[config.mk]
export PLATFORM = sky130hd
export DESIGN_NAME = gen_pipe_sink
export DESIGN_NICKNAME = d
export VERILOG_FILES = /design/src/rtl/gen_pipe_pkg.sv /design/src/rtl/gen_pipe_sink_crd.sv /design/src/rtl/gen_pipe_sink.sv
export SDC_FILE = /design/constraint.sdc
export NUM_CORES = 1
export LEC_CHECK = 0
export ABC_AREA = 1
export CAP_MARGIN = 40
export CORE_MARGIN = 8
export CORE_UTILIZATION = 26
export CTS_CLUSTER_DIAMETER = 120
export DETAILED_ROUTE_END_ITERATION = 7
export HOLD_SLACK_MARGIN = 0.06
export PLACE_DENSITY = 0.52
export SYNTH_ARGS = -nofsm -noshare
export SYNTH_HDL_FRONTEND = slang
export SYNTH_SLANG_ARGS = --single-unit
[constraint.sdc]
create_clock -name clk -period 2.3 [get_ports clk]
set_input_delay 0.69 -clock clk [delete_from_list [all_inputs] [get_ports clk]]
set_output_delay 0.69 -clock clk [all_outputs]
set_load 0.02 [all_outputs]
[src/rtl/gen_pipe_pkg.sv]
// Shared helpers for the pipe sink: counter/pointer sizing and wrapping pointer increment.
// Pure functions only; no state, no latency, no flow control.
// Pointers wrap by explicit compare so depths that are not powers of two work.
package gen_pipe_pkg;

    // Bits needed to hold values 0..n inclusive.
    function automatic int cnt_w(input int n);
        return $clog2(n + 1);
    endfunction

    // Bits needed to address n entries; a single-entry buffer still gets one bit.
    function automatic int ptr_w(input int n);
        return (n > 1) ? $clog2(n) : 1;
    endfunction

    function automatic int ptr_inc(input int ptr, input int depth);
        return (ptr == depth - 1) ? 0 : ptr + 1;
    endfunction

endpackage

[src/rtl/gen_pipe_sink_crd.sv]
// Credit counter for the pipe sink: one credit per free landing-buffer slot.
// crd_avl is combinational from the count register; count updates one cycle after take/ret.
// A take with no credit is ignored (flagged on err_crd when GEN_PIPE_SINK_ERR_EN is defined).
module gen_pipe_sink_crd
    import gen_pipe_pkg::*;
#(
    parameter int FIFO_DEPTH = 4
) (
    input  logic clk,
    input  logic rst_n,
    input  logic take_req,
    input  logic ret,
    output logic crd_avl
`ifdef GEN_PIPE_SINK_ERR_EN
    ,
    output logic err_crd
`endif
);

    localparam int CW = cnt_w(FIFO_DEPTH);
    localparam logic [CW-1:0] CRD_MAX = CW'(FIFO_DEPTH);

    logic [CW-1:0] crd_cnt;
    logic          take;

    assign crd_avl = (crd_cnt != '0);
    assign take    = take_req & crd_avl;

    // Simultaneous take and return cancel; the ceiling guards against stray returns.
    always_ff @(posedge clk) begin
        if (!rst_n) begin
            crd_cnt <= CRD_MAX;
        end else if (take && !ret) begin
            crd_cnt <= crd_cnt - CW'(1);
        end else if (ret && !take && (crd_cnt != CRD_MAX)) begin
            crd_cnt <= crd_cnt + CW'(1);
        end
    end

`ifdef GEN_PIPE_SINK_ERR_EN
    always_ff @(posedge clk) begin
        if (!rst_n) begin
            err_crd <= 1'b0;
        end else if (take_req && !crd_avl) begin
            err_crd <= 1'b1;
        end
    end
`endif

endmodule

[src/rtl/gen_pipe_sink.sv]
// Credit-based landing buffer behind a no-stall pipe, presenting beats to a ready/valid consumer.
// Latency 1: a beat pushed into an empty buffer shows on dat_out/vld_out the next cycle (no fall-through).
// Never stalls the pipe; upstream is throttled by crd_avl. GEN_PIPE_SINK_ERR_EN adds sticky err flags.
module gen_pipe_sink
    import gen_pipe_pkg::*;
#(
    parameter int DAT_W      = 4,
    parameter int FIFO_DEPTH = 4
) (
    input  logic             clk,
    input  logic             rst_n,
    output logic             crd_avl,
    input  logic             crd_take,
    input  logic [DAT_W-1:0] dat_in,
    input  logic             vld_in,
    output logic [DAT_W-1:0] dat_out,
    output logic             vld_out,
    input  logic             rdy_in
`ifdef GEN_PIPE_SINK_ERR_EN
    ,
    output logic             err_ovf,
    output logic             err_crd
`endif
);

    localparam int PW = ptr_w(FIFO_DEPTH);
    localparam int CW = cnt_w(FIFO_DEPTH);
    localparam logic [CW-1:0] OCC_FULL = CW'(FIFO_DEPTH);

    logic [DAT_W-1:0] mem [FIFO_DEPTH];
    logic [PW-1:0]    wr_ptr;
    logic [PW-1:0]    rd_ptr;
    logic [CW-1:0]    occ;

    logic push;
    logic pop;
    logic full;
    logic wr_en;

    assign push  = vld_in;
    assign pop   = vld_out & rdy_in;
    assign full  = (occ == OCC_FULL);
    // A full buffer still accepts a beat when the head leaves in the same cycle.
    assign wr_en = push & (~full | pop);

    // Outputs depend only on flops, so nothing combinational reaches the consumer from dat_in.
    assign vld_out = (occ != '0);
    assign dat_out = vld_out ? mem[rd_ptr] : '0;

    always_ff @(posedge clk) begin
        if (wr_en) begin
            mem[wr_ptr] <= dat_in;
        end
    end

    always_ff @(posedge clk) begin
        if (!rst_n) begin
            wr_ptr <= '0;
            rd_ptr <= '0;
            occ    <= '0;
        end else begin
            if (wr_en) begin
                wr_ptr <= PW'(ptr_inc(32'(wr_ptr), FIFO_DEPTH));
            end
            if (pop) begin
                rd_ptr <= PW'(ptr_inc(32'(rd_ptr), FIFO_DEPTH));
            end
            case ({wr_en, pop})
                2'b10:   occ <= occ + CW'(1);
                2'b01:   occ <= occ - CW'(1);
                default: occ <= occ;
            endcase
        end
    end

`ifdef GEN_PIPE_SINK_ERR_EN
    always_ff @(posedge clk) begin
        if (!rst_n) begin
            err_ovf <= 1'b0;
        end else if (push && full && !pop) begin
            err_ovf <= 1'b1;
        end
    end
`endif

    gen_pipe_sink_crd #(
        .FIFO_DEPTH(FIFO_DEPTH)
    ) u_crd (
        .clk      (clk),
        .rst_n    (rst_n),
        .take_req (crd_take),
        .ret      (pop),
        .crd_avl  (crd_avl)
`ifdef GEN_PIPE_SINK_ERR_EN
        ,
        .err_crd  (err_crd)
`endif
    );

endmodule
==> metrics.txt, run 1 <==
# TYPE chip_impl_metric gauge
chip_impl_metric{name="static-leakage-power",unit="nW"} 0.694
chip_impl_info{name="rsz0062_at_grt",value="false"} 1
chip_impl_metric{name="synth.net_count",unit=""} 153
chip_impl_metric{name="die_h",unit="um"} 87.2
chip_impl_info{name="cts_tree",value="yes"} 1
chip_impl_metric{name="timing.critical_path.arrival",unit="ns"} 1.45
chip_impl_metric{name="place.detailed.hpwl",unit="um"} 1820
chip_impl_info{name="cts-root-buf",value="sky130_fd_sc_hd__clkbuf_8"} 1
chip_impl_metric{name="port_buffers",unit=""} 14
chip_impl_metric{name="finalCritPeriodShare",unit="%"} 93.2
chip_impl_metric{name="clk_pin_slew_worst_paths",unit="ns"} 0.09
chip_impl_metric{name="syn_area_per_cell",unit="um2"} 9.68
chip_impl_metric{name="netlist-cell-type-count",unit=""} 20
chip_impl_metric{name="area_growth_syn_to_layout",unit="%"} 27.7
chip_impl_metric{name="fillerInstances",unit=""} 538
chip_impl_metric{name="grt.total_usage",unit="%"} 6.74
chip_impl_metric{name="detailedRoute.firstIterationViolations",unit=""} 46
chip_impl_metric{name="antennaDiodeCount",unit=""} 0
chip_impl_metric{name="postSynthCellCount",unit=""} 136
chip_impl_metric{name="core.rowCount",unit=""} 26
chip_impl_metric{name="pin_slew_with_the_least_headroom_to_its_limit",unit="ns"} 0.337
chip_impl_info{name="synth.largest_area_cell",value="sky130_fd_sc_hd__edfxtp_1"} 1
chip_impl_metric{name="post_dp_cell_area",unit="um2"} 1610
chip_impl_metric{name="final_layout_size_suffix_gt1_share",unit="%"} 16.6
chip_impl_metric{name="finalInstanceArea",unit="um2"} 1680
chip_impl_info{name="crit_type",value="flip-flop to output pin"} 1
chip_impl_info{name="regToRegStartpoint",value="occ[0]$_SDFFE_PN0P_"} 1
chip_impl_info{name="synthMostInstantiatedCell",value="sky130_fd_sc_hd__nor2_1"} 1
chip_impl_metric{name="hold_violation_count_in_the_final_report",unit=""} 0
chip_impl_metric{name="route.detailed.drc",unit=""} 0
chip_impl_metric{name="layout.cells.non_filler",unit=""} 233
chip_impl_metric{name="setup_slack",unit="ns"} 0.157
chip_impl_metric{name="final_max_slew_viol_count",unit=""} 0
chip_impl_metric{name="final.hold.worst_slack",unit="ns"} 0.508
chip_impl_metric{name="cts_hold_buffers",unit=""} 0
chip_impl_metric{name="worst_slew_margin_rel",unit="%"} 77.4
chip_impl_metric{name="number_of_global_route_vias_before_repair",unit=""} 852
chip_impl_info{name="synth_top_cells_by_area",value="sky130_fd_sc_hd__edfxtp_1 37%, sky130_fd_sc_hd__dfxtp_1 18%, sky130_fd_sc_hd__nor2_1 8.0%"} 1
chip_impl_metric{name="grt_first_pass_wirelength",unit="um"} 3950
chip_impl_metric{name="antenna_found_initial",unit=""} 0
chip_impl_info{name="holdCritPathClass",value="flip-flop to flip-flop"} 1
chip_impl_metric{name="crit_required",unit="ns"} 1.61
chip_impl_metric{name="finish.net_count",unit=""} 181
chip_impl_metric{name="finalClockSkew",unit="ns"} 0.00152
chip_impl_metric{name="dpl.cell_count",unit=""} 229
chip_impl_metric{name="synth_warnings",unit=""} 0
chip_impl_metric{name="maxClockFrequency",unit="MHz"} 467
chip_impl_metric{name="grt_start_max_net_pins",unit=""} 17
chip_impl_metric{name="postRouteAntennaNets",unit=""} 0
chip_impl_metric{name="power_per_cell_area",unit="nW/um2"} 1150
chip_impl_metric{name="first_pass_iters",unit=""} 4
chip_impl_metric{name="synth_sequential_area_ratio",unit="%"} 54.8
chip_impl_metric{name="effective_utilization_at_floorplan",unit="%"} 26.3
chip_impl_info{name="hold_start",value="u_crd.crd_cnt[2]$_SDFFE_PN1P_"} 1
chip_impl_metric{name="finalCriticalPeriod",unit="ns"} 2.14
chip_impl_metric{name="synth_enable_flop_cells",unit=""} 16
chip_impl_info{name="critical_path.endpoint_type",value="output pin"} 1
chip_impl_metric{name="gp_congestion",unit=""} 0.718
chip_impl_metric{name="final-setup-viol-count",unit=""} 0
chip_impl_info{name="crit_chain",value="nor2_1, nor2_1, o21ai_0, a21oi_1, dlygate4sd2_1"} 1
chip_impl_metric{name="postRouteWirelength",unit="um"} 2350
chip_impl_metric{name="dieArea",unit="um2"} 7600
chip_impl_metric{name="globalRoute.totalOverflow",unit=""} 0
chip_impl_metric{name="ctsHtreeMaxLevel",unit=""} 1
chip_impl_metric{name="asyncSetResetFlopFracSynth",unit="%"} 0
chip_impl_info{name="slowest_stage",value="sky130_fd_sc_hd__dfxtp_2"} 1
chip_impl_metric{name="maximum_fanout_encountered_on_the_critical_timing_path",unit=""} 9
chip_impl_metric{name="postSynthRegisterBits",unit=""} 28
chip_impl_metric{name="pre_cts_ws",unit="ns"} -0.314
chip_impl_info{name="synth_common_cells",value="28 x sky130_fd_sc_hd__nor2_1, 18 x sky130_fd_sc_hd__inv_1, 16 x sky130_fd_sc_hd__edfxtp_1"} 1
chip_impl_metric{name="synth.top_cell.area_share",unit="%"} 36.5
chip_impl_info{name="setup.worst_path.start_class",value="flip-flop"} 1
chip_impl_metric{name="multi_input_area",unit="um2"} 515
chip_impl_metric{name="totalPowerFinal",unit="mW"} 1.94
chip_impl_metric{name="maxCapViolations",unit=""} 0
chip_impl_info{name="status",value="complete, no violations"} 1
chip_impl_metric{name="routed-via-count",unit=""} 904
chip_impl_metric{name="worst_path_largest_cell_delay",unit="ns"} 0.44
chip_impl_metric{name="power.ir.vdd_worst",unit="V"} 0.000339
chip_impl_info{name="critical_path.most_common_cell",value="sky130_fd_sc_hd__nor2_1"} 1
chip_impl_metric{name="top_level_ports",unit=""} 15
chip_impl_metric{name="insertion_delay",unit="ns"} 0.26
chip_impl_metric{name="routed_wire_length_per_instance",unit="um"} 10.1
chip_impl_metric{name="cts_made_buffers",unit=""} 3
chip_impl_metric{name="cts_post_setup_buffers_inserted",unit=""} 0
chip_impl_metric{name="routed_via_density",unit=""} 3.88
chip_impl_metric{name="clock_sink_count",unit=""} 28
chip_impl_info{name="dominantRegCellSynth",value="sky130_fd_sc_hd__edfxtp_1"} 1
chip_impl_metric{name="sequential_cell_area",unit="um2"} 722
chip_impl_metric{name="timing.reg2reg.setup_slack",unit="ns"} 0.44
chip_impl_metric{name="syn_area",unit="um2"} 1320
chip_impl_metric{name="core_area",unit="um2"} 5010
chip_impl_metric{name="die_width",unit="um"} 87.2
chip_impl_metric{name="clockBufferDepth",unit=""} 2
## through the flow
step	setup TNS [ns]	util, %
2_1_floorplan	0	-
3_3_place_gp	-0.408	32.2
3_5_place_dp	-0.450	32.2
4_1_cts	0	33.5
5_1_grt	0	33.5
6_report	0	33.5
## flip-flops by register name (all words and copies together) (netlist names), named ones only
register	count
wr_ptr	2
u_crd.crd_cnt	3
rd_ptr	2
mem	16
occ	3
## per-layer routing
metal | GRT usage [%] | part of all wire, % | vias to the layer above | wire (um)
li1 | - | - | 497 | -
met1 | 7.93 | 48 | 398 | 1120
met2 | 10.6 | 47 | 7 | 1100
met3 | 2.36 | 4.7 | 2 | 110
met4 | 3.28 | 1.0 | 0 | 24
met5 | 0 | 0 | - | 0
## cell type report
class                   instances  area share (%)
multi-input cells              87            30.7
well taps                      70            5.21
inverters                      20            4.47
clock buffers                   3            2.46
repair buffers                 24            12.4
flip-flops and latches         28            43.0
clock inverters                 1            1.79
## placed cells by master, fill, tap and decap left out
master,Yosys,routed
sky130_fd_sc_hd__nor2_1,28,28
sky130_fd_sc_hd__inv_1,18,17
sky130_fd_sc_hd__edfxtp_1,16,16
sky130_fd_sc_hd__o21ai_0,14,14
sky130_fd_sc_hd__a21oi_1,12,12
sky130_fd_sc_hd__dfxtp_1,12,11
sky130_fd_sc_hd__buf_4,0,10
sky130_fd_sc_hd__clkdlybuf4s50_1,0,9
sky130_fd_sc_hd__nand2_1,8,8
sky130_fd_sc_hd__ha_1,6,6
sky130_fd_sc_hd__nand3_1,5,5
sky130_fd_sc_hd__dlygate4sd2_1,0,5
sky130_fd_sc_hd__inv_2,2,3
sky130_fd_sc_hd__nand2_4,3,3
sky130_fd_sc_hd__nand2_2,3,3
sky130_fd_sc_hd__clkbuf_8,0,3
sky130_fd_sc_hd__fa_1,2,2
sky130_fd_sc_hd__nor2_4,1,1
sky130_fd_sc_hd__a21oi_4,1,1
sky130_fd_sc_hd__nand3_2,1,1
sky130_fd_sc_hd__o211a_1,1,1
sky130_fd_sc_hd__o21ai_1,1,1
sky130_fd_sc_hd__nor3_1,1,1
sky130_fd_sc_hd__dfxtp_2,0,1
sky130_fd_sc_hd__bufinv_16,0,1
## worst max-delay path, delay by kind of cell (launching register included)
| kind | cells | cell delay, ns |
|---|---|---|
| flops | 1 | 0.44 |
| simple gates | 2 | 0.14 |
| buf+inv | 1 | 0.36 |
| compound gates | 2 | 0.25 |
## path summary, 6_finish.rpt
path,cells after the start,end
max,5,dat_out[1]
min,2,u_crd.crd_cnt[2]$_SDFFE_PN1P_
max reg2reg,10,occ[2]$_SDFFE_PN0P_
min reg2reg,2,u_crd.crd_cnt[2]$_SDFFE_PN1P_
## cells by family (layout without fill, tap and decap cells)
kind of cell	after synthesis	count (layout)	synth area share, %
AOI/OAI and AO/OA	29	29	12.3
adders and majority gates	8	8	8.75
buffers and inverters	21	48	6.08
DFF	28	28	54.8
and+or+nand+nor	50	50	18.2
## what timing repair did
item,4_1_cts,5_1_grt
gates cloned,0,0
resized for setup,6,1
hold endpoints to repair,0,0
endpoints found under the setup margin,5,1
## report_power, final
group	total (mW)	leakage, nW	switching [mW]	internal, mW
combinational	0.856	0.412	0.506	0.350
clock	0.374	0.0357	0.142	0.233
sequential	0.710	0.246	0.0806	0.629
total	1.94	0.694	0.728	1.21
No activity file was read; power rests on OpenSTA's default activity.
==> run 2: changes to the inputs <==
--- a/config.mk
+++ b/config.mk
@@ -7,7 +7,7 @@
 export LEC_CHECK = 0
 export ABC_AREA = 1
 export CAP_MARGIN = 40
-export CORE_MARGIN = 8
+export CORE_MARGIN = 4
 export CORE_UTILIZATION = 26
 export CTS_CLUSTER_DIAMETER = 120
 export DETAILED_ROUTE_END_ITERATION = 7
==> run 2 against run 1 <==
  * First-iteration DRC count decreased by 35%
  * Final area about the same
  * Clock-buffer cell count unchanged
  * Sequential share of layout area is essentially flat
  * Clock skew increased by 0.0055 ns
  * Cell count decreased by 1.3%
  * Via count rose by 2.9%
  * Sequential cell count is the same
  * Highest routed layer unchanged
  * Critical path depth increased by 6
  * Combinational power shrank 2.6%
  * Critical endpoint is now occ[2]$_SDFFE_PN0P_
==> metrics.txt, run 2 (synthesis gave the netlist of run 1 again) <==
# TYPE chip_impl_metric gauge
chip_impl_metric{name="power.ir.vdd_worst",unit="V"} 0.000851
chip_impl_metric{name="final-setup-viol-count",unit=""} 0
chip_impl_metric{name="pin_slew_with_the_least_headroom_to_its_limit",unit="ns"} 0.314
chip_impl_info{name="crit_family",value="buffers and inverters"} 1
chip_impl_metric{name="timing.reg2reg.setup_slack",unit="ns"} 0.44
chip_impl_metric{name="postRouteWirelength",unit="um"} 2370
chip_impl_metric{name="maxCapViolations",unit=""} 0
chip_impl_metric{name="clock_sink_count",unit=""} 28
chip_impl_info{name="rsz0062_at_grt",value="false"} 1
chip_impl_metric{name="final_layout_size_suffix_gt1_share",unit="%"} 16.0
chip_impl_metric{name="finalCriticalPeriod",unit="ns"} 2.25
chip_impl_info{name="critical_path.most_common_cell",value="sky130_fd_sc_hd__a21oi_1"} 1
chip_impl_metric{name="gp_congestion",unit=""} 0.793
chip_impl_metric{name="finalClockSkew",unit="ns"} 0.00701
chip_impl_metric{name="place.detailed.hpwl",unit="um"} 1850
chip_impl_info{name="top_reg_by_flops",value="mem"} 1
chip_impl_metric{name="ctsHtreeMaxLevel",unit=""} 1
chip_impl_info{name="slowest_stage",value="sky130_fd_sc_hd__clkdlybuf4s50_1"} 1
chip_impl_metric{name="cts_made_buffers",unit=""} 3
chip_impl_metric{name="finalCritPeriodShare",unit="%"} 97.9
chip_impl_metric{name="number_of_global_route_vias_before_repair",unit=""} 889
chip_impl_metric{name="crit_buf_inv",unit=""} 3
chip_impl_metric{name="worst_path_largest_cell_delay",unit="ns"} 0.43
chip_impl_metric{name="hold_violation_count_in_the_final_report",unit=""} 0
chip_impl_info{name="setup.worst_path.start_class",value="primary input"} 1
chip_impl_metric{name="grt.total_usage",unit="%"} 7.89
chip_impl_info{name="crit_chain",value="clkdlybuf4s50_1, inv_2, nand3_2, nand2_4, ha_1, inv_1, fa_1, a21oi_1, o21ai_0, o21ai_1, a21oi_1"} 1
chip_impl_metric{name="largest_register_ffs",unit=""} 16
chip_impl_metric{name="insertion_delay",unit="ns"} 0.27
chip_impl_info{name="crit_type",value="primary input to flip-flop"} 1
chip_impl_metric{name="power_per_cell_area",unit="nW/um2"} 1150
chip_impl_info{name="crit_start",value="rdy_in"} 1
chip_impl_metric{name="worst_slew_margin_rel",unit="%"} 79.0
chip_impl_metric{name="timing.critical_path.arrival",unit="ns"} 2.42
chip_impl_info{name="cts-root-buf",value="sky130_fd_sc_hd__clkbuf_8"} 1
chip_impl_metric{name="crit_required",unit="ns"} 2.47
chip_impl_metric{name="final_max_slew_viol_count",unit=""} 0
chip_impl_metric{name="die_width",unit="um"} 79.2
chip_impl_metric{name="r2r_cells",unit=""} 10
chip_impl_metric{name="setup_slack",unit="ns"} 0.0475
chip_impl_metric{name="worst-path-stages",unit=""} 11
chip_impl_metric{name="grt_first_pass_wirelength",unit="um"} 3950
chip_impl_metric{name="finish.net_count",unit=""} 181
chip_impl_metric{name="final.hold.worst_slack",unit="ns"} 0.515
chip_impl_metric{name="routed_wire_length_per_instance",unit="um"} 10.3
chip_impl_metric{name="maximum_fanout_encountered_on_the_critical_timing_path",unit=""} 2
chip_impl_metric{name="globalRoute.totalOverflow",unit=""} 0
chip_impl_info{name="status",value="complete, no violations"} 1
chip_impl_info{name="layout_commonest_cell",value="sky130_fd_sc_hd__nor2_1"} 1
chip_impl_metric{name="antennaDiodeCount",unit=""} 0
chip_impl_metric{name="top_level_ports",unit=""} 15
chip_impl_info{name="regToRegStartpoint",value="occ[0]$_SDFFE_PN0P_"} 1
chip_impl_info{name="cp-endpoint",value="occ[2]$_SDFFE_PN0P_"} 1
chip_impl_metric{name="routed-via-count",unit=""} 930
chip_impl_metric{name="clockBufferDepth",unit=""} 2
chip_impl_info{name="holdCritPathClass",value="flip-flop to flip-flop"} 1
chip_impl_info{name="reg.largest.list",value="mem (16), occ (3), u_crd.crd_cnt (3)"} 1
chip_impl_metric{name="pre_cts_ws",unit="ns"} -0.264
chip_impl_metric{name="routed_via_density",unit=""} 4.04
chip_impl_metric{name="effective_utilization_at_floorplan",unit="%"} 27.3
chip_impl_metric{name="post_dp_cell_area",unit="um2"} 1610
chip_impl_info{name="cts_tree",value="yes"} 1
chip_impl_metric{name="totalPowerFinal",unit="mW"} 1.93
chip_impl_metric{name="detailedRoute.firstIterationViolations",unit=""} 30
chip_impl_metric{name="postRouteAntennaNets",unit=""} 0
chip_impl_metric{name="area_growth_syn_to_layout",unit="%"} 27.6
chip_impl_metric{name="route.detailed.drc",unit=""} 0
chip_impl_metric{name="cts_post_setup_buffers_inserted",unit=""} 0
chip_impl_metric{name="port_buffers",unit=""} 14
chip_impl_metric{name="clk_pin_slew_worst_paths",unit="ns"} 0.09
chip_impl_metric{name="finalInstanceArea",unit="um2"} 1680
chip_impl_info{name="critical_path.endpoint_type",value="flip-flop"} 1
chip_impl_metric{name="first_pass_iters",unit=""} 4
chip_impl_metric{name="die_h",unit="um"} 79.2
chip_impl_metric{name="core_area",unit="um2"} 4820
chip_impl_metric{name="static-leakage-power",unit="nW"} 0.690
chip_impl_metric{name="core.rowCount",unit=""} 25
chip_impl_metric{name="maxClockFrequency",unit="MHz"} 444
chip_impl_metric{name="antenna_found_initial",unit=""} 0
chip_impl_metric{name="setup_tns",unit="ns"} 0
chip_impl_info{name="mostFrequentLayoutCells",value="28 x sky130_fd_sc_hd__nor2_1, 18 x sky130_fd_sc_hd__inv_1, 16 x sky130_fd_sc_hd__edfxtp_1"} 1
chip_impl_metric{name="grt_start_max_net_pins",unit=""} 17
chip_impl_metric{name="dieArea",unit="um2"} 6260
chip_impl_info{name="worstReg2RegEnd",value="occ[2]$_SDFFE_PN0P_"} 1
==> run 2: cell types whose count changed in the layout (fill, tap and decap cells not counted) <==
cell / previous run / this run
sky130_fd_sc_hd__o21ai_1: 1 / 2
sky130_fd_sc_hd__dlygate4sd2_1: 5 / 3
sky130_fd_sc_hd__o21ai_0: 14 / 13
sky130_fd_sc_hd__clkdlybuf4s15_1: 0 / 1
sky130_fd_sc_hd__inv_2: 3 / 2
sky130_fd_sc_hd__clkdlybuf4s50_1: 9 / 10
sky130_fd_sc_hd__inv_1: 17 / 18
==> run 2: final cells by class <==
class | instances | area [um2]
tap | 67 | 83.8
inverter | 20 | 75.1
clock buffer | 3 | 41.3
multi-input combinational | 87 | 515
timing repair buffer | 24 | 211
clock inverter | 1 | 30.0
fill | 499 | 3140
sequential | 28 | 722
==> run 2: worst min path at each step <==
stage	end	from	slack, ns	cells after the start
after global routing	u_crd.crd_cnt[2]$_SDFFE_PN1P_	u_crd.crd_cnt[2]$_SDFFE_PN1P_	0.56	2
after detailed placement	u_crd.crd_cnt[2]$_SDFFE_PN1P_	u_crd.crd_cnt[2]$_SDFFE_PN1P_	0.50	2
final	u_crd.crd_cnt[2]$_SDFFE_PN1P_	u_crd.crd_cnt[2]$_SDFFE_PN1P_	0.51	2
after floorplan	u_crd.crd_cnt[2]$_SDFFE_PN1P_	u_crd.crd_cnt[2]$_SDFFE_PN1P_	0.47	2
after global placement	u_crd.crd_cnt[2]$_SDFFE_PN1P_	u_crd.crd_cnt[2]$_SDFFE_PN1P_	0.48	2
after CTS	u_crd.crd_cnt[2]$_SDFFE_PN1P_	u_crd.crd_cnt[2]$_SDFFE_PN1P_	0.52	2
==> run 2: power breakdown <==
| part | leakage [nW] | switching [mW] | internal, mW |
|---|---|---|---|
| sequential | 0.246 | 0.0886 | 0.630 |
| clock | 0.0357 | 0.144 | 0.233 |
| combinational | 0.407 | 0.489 | 0.345 |
| total | 0.690 | 0.722 | 1.21 |
==> run 2: timing repair <==
action,4_1_cts,5_1_grt
hold buffers,0,0
pin swaps,0,0
resized for setup,5,2
setup endpoints to repair,4,2
hold endpoints to repair,0,0
==> run 2: through the flow <==
step | util [%] | cells
after floorplan | - | 136
after global placement | 33.4 | 226
after detailed placement | 33.4 | 226
after CTS | 34.8 | 230
after global routing | 34.9 | 230
final | 34.9 | 230
==> run 2: metal layers <==
metal	share of wire [%]	routed length, um	vias up	track usage [%]
li1	-	-	498	-
met5	0	0	-	0
met4	0.47	11	0	1.55
met2	47	1120	15	13.5
met1	48	1140	415	9.80
met3	4.3	101	2	2.49
==> run 2: tightest hold or removal path: stages (launching register included) <==
cell and delay, ns:
sky130_fd_sc_hd__dfxtp_1 0.32, sky130_fd_sc_hd__nand3_1 0.08, sky130_fd_sc_hd__nand3_1 0.07
==> run 3: changes to the inputs <==
--- a/config.mk
+++ b/config.mk
@@ -9,9 +9,8 @@
 export CAP_MARGIN = 40
 export CORE_MARGIN = 4
 export CORE_UTILIZATION = 26
-export CTS_CLUSTER_DIAMETER = 120
 export DETAILED_ROUTE_END_ITERATION = 7
-export HOLD_SLACK_MARGIN = 0.06
+export HOLD_SLACK_MARGIN = 0.15
 export PLACE_DENSITY = 0.52
 export SYNTH_ARGS = -nofsm -noshare
 export SYNTH_HDL_FRONTEND = slang
==> results of run 3 <==
Same layout as run 2: the final DEF is identical, and so are final timing and power.
